### src/rtl/gon_pe_input_buffer_if.sv
// Handshake bundle between the GON multicast controller, the PE input buffer and the PE.
// The master drives words in and pops elements out; the slave is the buffer itself.
interface gon_pe_input_buffer_if #(
    parameter int unsigned DATA_WIDTH = 64,
    parameter int unsigned ELEM_WIDTH = 16,
    parameter int unsigned DEPTH      = 4
);
    localparam int unsigned CNT_W = $clog2(DEPTH + 1);

    logic [DATA_WIDTH-1:0] data_in;
    logic                  enable_in;
    logic                  ready_out;
    logic [ELEM_WIDTH-1:0] elem_out;
    logic                  elem_valid;
    logic                  elem_pop;
    logic [CNT_W-1:0]      word_count;

    modport master (
        output data_in, enable_in, elem_pop,
        input  ready_out, elem_out, elem_valid, word_count
    );

    modport slave (
        input  data_in, enable_in, elem_pop,
        output ready_out, elem_out, elem_valid, word_count
    );
endinterface

### src/rtl/gon_pe_input_buffer.sv
// Circular word buffer behind the GON multicast controller; unpacks each word into
// ELEM_WIDTH-bit lanes (LSB first) for the PE over a valid/pop handshake.
module gon_pe_input_buffer #(
    parameter int unsigned DATA_WIDTH = 64,
    parameter int unsigned ELEM_WIDTH = 16,
    parameter int unsigned DEPTH      = 4
) (
    input logic                 link_clk,
    input logic                 reset,
    gon_pe_input_buffer_if.slave bus
);
    localparam int unsigned LANES  = DATA_WIDTH / ELEM_WIDTH;
    localparam int unsigned PTR_W  = (DEPTH > 1) ? $clog2(DEPTH) : 1;
    localparam int unsigned CNT_W  = $clog2(DEPTH + 1);
    localparam int unsigned LANE_W = (LANES > 1) ? $clog2(LANES) : 1;

    localparam logic [PTR_W-1:0]  PTR_ONE   = PTR_W'(1);
    localparam logic [CNT_W-1:0]  CNT_ONE   = CNT_W'(1);
    localparam logic [CNT_W-1:0]  CNT_FULL  = CNT_W'(DEPTH);
    localparam logic [LANE_W-1:0] LANE_ONE  = LANE_W'(1);
    localparam logic [LANE_W-1:0] LANE_LAST = LANE_W'(LANES - 1);

    typedef enum logic [0:0] {StEmpty, StActive} state_e;

    state_e              state_q, state_d;
    logic [PTR_W-1:0]    wr_ptr_q, wr_ptr_d;
    logic [PTR_W-1:0]    rd_ptr_q, rd_ptr_d;
    logic [CNT_W-1:0]    count_q, count_d;
    logic [LANE_W-1:0]   lane_q, lane_d;
    logic [DATA_WIDTH-1:0] mem_q [DEPTH];

    logic                  ready;
    logic                  valid;
    logic                  wr_acc;
    logic                  pop_acc;
    logic                  deq;
    logic [DATA_WIDTH-1:0] head;
    logic [ELEM_WIDTH-1:0] lanes [LANES];

    // Ready comes from registered state only, so a full buffer stalls the bus even
    // in a cycle where the PE is about to dequeue.
    assign ready   = (count_q < CNT_FULL) & reset;
    assign valid   = (state_q == StActive);
    assign wr_acc  = bus.enable_in & ready;
    assign pop_acc = bus.elem_pop & valid;
    assign deq     = pop_acc & (lane_q == LANE_LAST);
    assign head    = mem_q[rd_ptr_q];

    always_comb begin
        for (int k = 0; k < LANES; k++) begin
            lanes[k] = head[k*ELEM_WIDTH +: ELEM_WIDTH];
        end
    end

    always_comb begin
        state_d  = state_q;
        wr_ptr_d = wr_ptr_q;
        rd_ptr_d = rd_ptr_q;
        count_d  = count_q;
        lane_d   = lane_q;

        if (wr_acc) begin
            wr_ptr_d = wr_ptr_q + PTR_ONE;
        end
        if (pop_acc) begin
            lane_d = (lane_q == LANE_LAST) ? '0 : lane_q + LANE_ONE;
        end
        if (deq) begin
            rd_ptr_d = rd_ptr_q + PTR_ONE;
        end

        case ({wr_acc, deq})
            2'b10:   count_d = count_q + CNT_ONE;
            2'b01:   count_d = count_q - CNT_ONE;
            default: count_d = count_q;
        endcase

        unique case (state_q)
            StEmpty: begin
                if (wr_acc) state_d = StActive;
            end
            StActive: begin
                if (deq && !wr_acc && count_q == CNT_ONE) state_d = StEmpty;
            end
            default: state_d = StEmpty;
        endcase
    end

    always_ff @(posedge link_clk) begin
        if (!reset) begin
            state_q  <= StEmpty;
            wr_ptr_q <= '0;
            rd_ptr_q <= '0;
            count_q  <= '0;
            lane_q   <= '0;
        end else begin
            state_q  <= state_d;
            wr_ptr_q <= wr_ptr_d;
            rd_ptr_q <= rd_ptr_d;
            count_q  <= count_d;
            lane_q   <= lane_d;
        end
    end

    // Storage needs no reset; wr_acc is already gated by reset through ready.
    always_ff @(posedge link_clk) begin
        if (wr_acc) begin
            mem_q[wr_ptr_q] <= bus.data_in;
        end
    end

    assign bus.ready_out  = ready;
    assign bus.elem_valid = valid;
    assign bus.elem_out   = valid ? lanes[lane_q] : '0;
    assign bus.word_count = count_q;
endmodule

### src/flat_wrapper.sv
// flat-port wrapper written by rule: the top's interface ports become plain ports
module gon_pe_input_buffer_flat 
#(
    parameter int unsigned DATA_WIDTH = 64,
    parameter int unsigned ELEM_WIDTH = 16,
    parameter int unsigned DEPTH      = 4
)
  (link_clk, reset, bus_data_in, bus_enable_in, bus_elem_pop, bus_ready_out, bus_elem_out, bus_elem_valid, bus_word_count);
  gon_pe_input_buffer_if #(.DATA_WIDTH(DATA_WIDTH), .ELEM_WIDTH(ELEM_WIDTH), .DEPTH(DEPTH)) bus_i ();
  input logic link_clk;
  input logic reset;
  input wire logic [$bits(bus_i.data_in)-1:0] bus_data_in;
  input wire logic [$bits(bus_i.enable_in)-1:0] bus_enable_in;
  input wire logic [$bits(bus_i.elem_pop)-1:0] bus_elem_pop;
  output wire logic [$bits(bus_i.ready_out)-1:0] bus_ready_out;
  output wire logic [$bits(bus_i.elem_out)-1:0] bus_elem_out;
  output wire logic [$bits(bus_i.elem_valid)-1:0] bus_elem_valid;
  output wire logic [$bits(bus_i.word_count)-1:0] bus_word_count;
  assign bus_i.data_in = bus_data_in;
  assign bus_i.enable_in = bus_enable_in;
  assign bus_i.elem_pop = bus_elem_pop;
  assign bus_ready_out = bus_i.ready_out;
  assign bus_elem_out = bus_i.elem_out;
  assign bus_elem_valid = bus_i.elem_valid;
  assign bus_word_count = bus_i.word_count;
  gon_pe_input_buffer #(.DATA_WIDTH(DATA_WIDTH), .ELEM_WIDTH(ELEM_WIDTH), .DEPTH(DEPTH)) u_core (.link_clk(link_clk), .reset(reset), .bus(bus_i));
endmodule
### config.mk
export PLATFORM = sky130hd
export DESIGN_NAME = gon_pe_input_buffer_flat
export DESIGN_NICKNAME = d
export VERILOG_FILES = /design/src/rtl/gon_pe_input_buffer_if.sv /design/src/rtl/gon_pe_input_buffer.sv /design/src/flat_wrapper.sv
export SDC_FILE = /design/constraint.sdc
export NUM_CORES = 1
export LEC_CHECK = 0
export CAP_MARGIN = 10
export CORE_MARGIN = 2
export CORE_UTILIZATION = 57
export CTS_BUF_LIST = sky130_fd_sc_hd__clkbuf_16
export CTS_CLUSTER_DIAMETER = 60
export DETAILED_ROUTE_END_ITERATION = 10
export PLACE_DENSITY = 0.79
export SETUP_SLACK_MARGIN = 0.2
export SLEW_MARGIN = 5
export SYNTH_ARGS = -nofsm -noshare
export SYNTH_HDL_FRONTEND = slang
export SYNTH_SLANG_ARGS = --single-unit
### constraint.sdc
create_clock -name link_clk -period 3.5 [get_ports link_clk]
set_clock_uncertainty 0.05 [all_clocks]
set_input_delay 0.525 -clock link_clk [delete_from_list [all_inputs] [get_ports link_clk]]
set_output_delay 0.525 -clock link_clk [all_outputs]
set_load 0.02 [all_outputs]
======== Yosys cells after proc, flatten, opt, wreduce, memory -nomap -nowiden ========
Memories as Yosys holds them, arrays and structs flattened. A register that Yosys moved wholly into a read port is not among the register bits.
Cells that the tools add are included.
storage, ports and cells
  bits in registers ....................... 10
  RAM bits ................................ 256
  bits of input ports ..................... 68
  output and inout port bits .............. 21
  logic and storage cells ................. 39
  memories ................................ 1
cells by class
  $add $sub $neg .......................... 5
  order comparisons ....................... 2
  equal/unequal tests ..................... 4
  mux-type cells .......................... 12
  bitwise logic cells ..................... 6
  reductions and logical operators ........ 4
memories
  memory        depth  bits a word  rd ports  clocked after memory_dff  write ports  line                       source
  u_core.mem_q  4      64           1         1                         1            gon_pe_input_buffer.sv:30  logic [DATA_WIDTH-1:0] mem_q [DEPTH];
operators by type and width
  cell                 number
  $mux 16              3
  $bmux 16 s2          1
  $add 2x1->2 const B  3
  $mux 2               3
  $pmux 3 s2           1
  $and 1x1->1          4
  $eq 2x2->1 const B   2
  $add 3x1->3 const B  1
  $eq 3x1->1 const B   1
  $ge 3x3->1 const B   1
  $lt 3x3->1 const B   1
  $mux 1               3
  $not 2->3            1
  $sub 3x1->3 const B  1
  $eq 2x1->1 const B   1
  $logic_and 1x1->1    2
  $pmux 1 s2           1
  $reduce_bool 2->1    1
  $logic_not 1->1      1
  $not 1->1            1

======== Longest topological paths before layout ========
  depth after elaboration ................. 8
  gate-level depth with buffers ........... 7
  mapped depth without buffers ............ 7

======== Worst setup path after synthesis ========
No wires, ideal clock.
  kind .................................... input -> register
  start point ............................. in bus_enable_in
  end point ............................... mem u_core.mem_q[0][0], enable pin
  library setup time ...................... 429 ps
  arrival ................................. 2449 ps
  data required time ...................... 3021 ps
  setup slack ............................. 572 ps
  stages .................................. 3
  path buffers ............................ 1
  cell sequence ........................... and3b_1 -> clkbuf_1 -> and2_1
between the ends
  cells in the longest elaborated chain, start to end .. 3
RTL lines
  what                          line                        source
  start: declaration            flat_wrapper.sv:13          input wire logic [$bits(bus_i.enable_in)-1:0] bus_enable_in;
  $and 1x1->1                   gon_pe_input_buffer.sv:44   assign wr_acc = bus.enable_in & ready;
  $mux 1                        gon_pe_input_buffer.sv:107  if (wr_acc) begin
  $mux 1 (not written as such)  gon_pe_input_buffer.sv:108  mem_q[wr_ptr_q] <= bus.data_in;
  end: declaration              gon_pe_input_buffer.sv:30
Every way passes these cells.

==> flow_metrics.env <==
export IMPL_status="completed"
export IMPL_n_fill_cell=1116
export IMPL_fin_crit_ns=3.25
export IMPL_drive_gt1_share_pct=18.2
export IMPL_clockBufferDepth=3
export IMPL_start_util_pct=58.0
export IMPL_via_per_inst=5.92
export IMPL_final_core_util_pct=69.4
export IMPL_num_rows=49
export IMPL_area_delta_synth_final_pct=19.6
export IMPL_grt_max_degree=42
export IMPL_dp_hpwl_um=12300
export IMPL_hold_path_class="register to register"
export IMPL_period_share_pct=92.9
export IMPL_synthDistinctLibCells=33
export IMPL_root_buffer="clkbuf_16"
export IMPL_yosys_warnings=0
export IMPL_ys_flop_type="edfxtp_1"
export IMPL_ff2ff_path_depth=7
export IMPL_clock_sinks=268
export IMPL_timing_rr_end="u_core.bus.word_count[2]$_SDFFE_PN0P_"
export IMPL_cp_buffers_inverters=2
export IMPL_tightest_slew_ns=0.617
export IMPL_dieHeight_um=139
export IMPL_synth_edf_count=256
export IMPL_syn_cell_area_sq_mm=0.0104
export IMPL_cts_htree_levels=1
export IMPL_path_max_fanout=15
export IMPL_syn_inst=504
export IMPL_min_from="u_core.wr_ptr_q[1]$_SDFFE_PN0P_"
export IMPL_grt_pass1_wl_um=31100
export IMPL_synthTopCellsByCount="edfxtp_1 (256), mux4_2 (49), mux2i_1 (31), nand2_1 (28), a22oi_1 (17)"
export IMPL_yosys_area_top_type="edfxtp_1"
export IMPL_grt_pass1_vias=5552
export IMPL_cts_buffers=27
export IMPL_finalSetupTns_ns=0
export IMPL_synth_area_leaders="edfxtp_1 (74%), mux4_2 (11%), mux2i_1 (3.0%)"
export IMPL_drc=0
export IMPL_maxCapViolCount=0
export IMPL_hold_depth=2
export IMPL_antenna_found_initial=1
export IMPL_slew_violations=0
export IMPL_path_cells="buf_4 -> and2_2 -> a221oi_1 -> o21ai_1 -> nand2_1 -> clkdlybuf4s50_1"
export IMPL_rsz0062_at_grt="no"
export IMPL_syn_nets=581
export IMPL_hold_end="u_core.wr_ptr_q[1]$_SDFFE_PN0P_"
export IMPL_dieArea_sq_mm=0.0193
export IMPL_clk_latency_ns=0.52
export IMPL_ir_drop_uv=453
export IMPL_path_class="register to output port"
export IMPL_ys_async_sr_fraction_pct=0
export IMPL_r2r_start="u_core.lane_q[0]$_SDFFE_PN0N_"
export IMPL_critPathLaunchType="register"
export IMPL_via_count=5131
export IMPL_portBuffers=88
export IMPL_crit_slowest_cell="clkdlybuf4s50_1"
export IMPL_max_freq_mhz=308
export IMPL_cts_tree="done"
export IMPL_crit_arrival_ns=2.68
export IMPL_ys_ff_latch=268
export IMPL_grt_ovfl_total=0
export IMPL_yosysSeqAreaShare_pct=76.3
export IMPL_wl_per_cell_um=22.8
export IMPL_power_density_mw_per_mm2=532
export IMPL_finalHoldViolations=0
export IMPL_ioPinCount=89
export IMPL_cp_end_kind="output port"
export IMPL_synth_most_common_cell="edfxtp_1"
export IMPL_grt_usage_pct=21.0
export IMPL_critPathTopFamily="buffers and inverters"
export IMPL_synthDominantCellAreaShare_pct=74.0
export IMPL_place_gp_congestion=0.759
export IMPL_initialDrtViolationCount=491
export IMPL_finalSetupViolations=0
export IMPL_ant_nets=0
export IMPL_drtPass1Iterations=4
export IMPL_core_area_sq_mm=0.0179
export IMPL_routed_wl_um=19800
export IMPL_whs_ns=0.466
export IMPL_r2r_slack_ns=1.41
export IMPL_die_w_um=139
export IMPL_final_nets=696
export IMPL_avgSynthCellArea_sq_um=20.6
export IMPL_slew_headroom_pct=58.9
export IMPL_clk_pin_slew_ns=0.06
export IMPL_cpPeakStageDelay_ns=0.60
export IMPL_leakage_nw=4.04
export IMPL_required_ns=2.92
-- worst reg2reg max path: stages (launching register included) --
cell and delay (ns):
dfxtp_2 0.36, buf_4 0.29, ha_1 0.25, nand3_1 0.17, inv_1 0.10, ha_1 0.28
or3_1 0.35, a21boi_0 0.17
-- kinds of logic after synthesis --
| logic type | Yosys count | share of synthesized area, % |
|---|---|---|
| AND/OR/NAND/NOR | 56 | 2.66 |
| adder cells (fa/ha/maj) | 9 | 1.08 |
| AO/OA/AOI/OAI | 55 | 3.70 |
| flip-flops | 268 | 76.3 |
| multiplexers | 80 | 13.6 |
| XOR/XNOR | 4 | 0.337 |
| buffers and inverters | 32 | 2.30 |
-- layout make-up --
cell class	count	area (sq um)	area share (%)
Timing Repair Buffer	112	1130	9.11
Antenna cell	1	2.50	0.0201
Sequential cell	268	7930	63.8
Multi-Input combinational cell	204	2230	18.0
Clock inverter	20	141	1.14
Clock buffer	27	676	5.44
Inverter	6	22.5	0.181
Tap cell	229	287	2.31
-- through the flow --
stage               power (mW)  instance area (sq um)  setup slack [ns]  std cells
detailed placement        4.03                  11500             0.574        815
CTS                       6.67                  12400             0.223        866
finish                    6.61                  12400             0.249        867
global route              6.81                  12400             0.183        867
global placement          4.01                  11500             0.621        815
floorplan                 3.83                  10400             0.572        504
-- registers in the layout, summed over array words and instances, names as in the netlist, named ones only --
register / cells
u_core.rd_ptr_q: 2
u_core.bus.word_count: 3
u_core.lane_q: 2
u_core.bus.elem_valid: 1
u_core.wr_ptr_q: 2
u_core.mem_q: 256
-- power breakdown --
group / switching, mW / total (mW) / internal (mW) / leakage (nW)
clock network: 1.12 / 2.65 / 1.54 / 0.425
logic: 0.176 / 0.334 / 0.158 / 1.19
registers: 0.0232 / 3.62 / 3.60 / 2.42
-- routing by layer --
layer  vias to the layer above  share of wire, %  GRT usage, %
met5                         -                 0             0
li1                       2291                 -             -
met1                      2639                40          27.2
met2                       167                53          37.1
met3                        34               4.9          3.31
met4                         0               2.3          6.59
-- how the worst max path moves through the flow --
stage                     cells past startpoint  slack, ns                            end
final                                         6       0.25               bus_elem_out[12]
after global routing                          6       0.18               bus_elem_out[12]
after CTS                                     6       0.22                bus_elem_out[0]
after global placement                        4       0.62  u_core.mem_q[2][13]$_DFFE_PP_
after floorplan                               3       0.57   u_core.mem_q[0][0]$_DFFE_PP_
after detailed placement                      4       0.57  u_core.mem_q[2][13]$_DFFE_PP_
-- what timing repair did --
action	4_1_cts	5_1_grt
cloned	0	0
buffers inserted	4	0
hold buffers	0	0
gates resized for setup	2	3
setup endpoints to repair	16	6
-- cells in the final DEF (no fill, tap or decap), types with 5 or more instances in the layout --
master	n
mux2i_1	31
o21ai_0	5
mux4_2	49
and2_1	7
buf_4	18
clkbuf_16	27
and2_2	5
clkdlybuf4s50_1	86
edfxtp_1	256
buf_12	5
inv_1	12
ha_1	9
a221oi_1	13
nand2_1	27
o21ai_1	13
clkinv_1	7
dfxtp_1	10
a22oi_1	17
(Power assumes the default switching activity.)
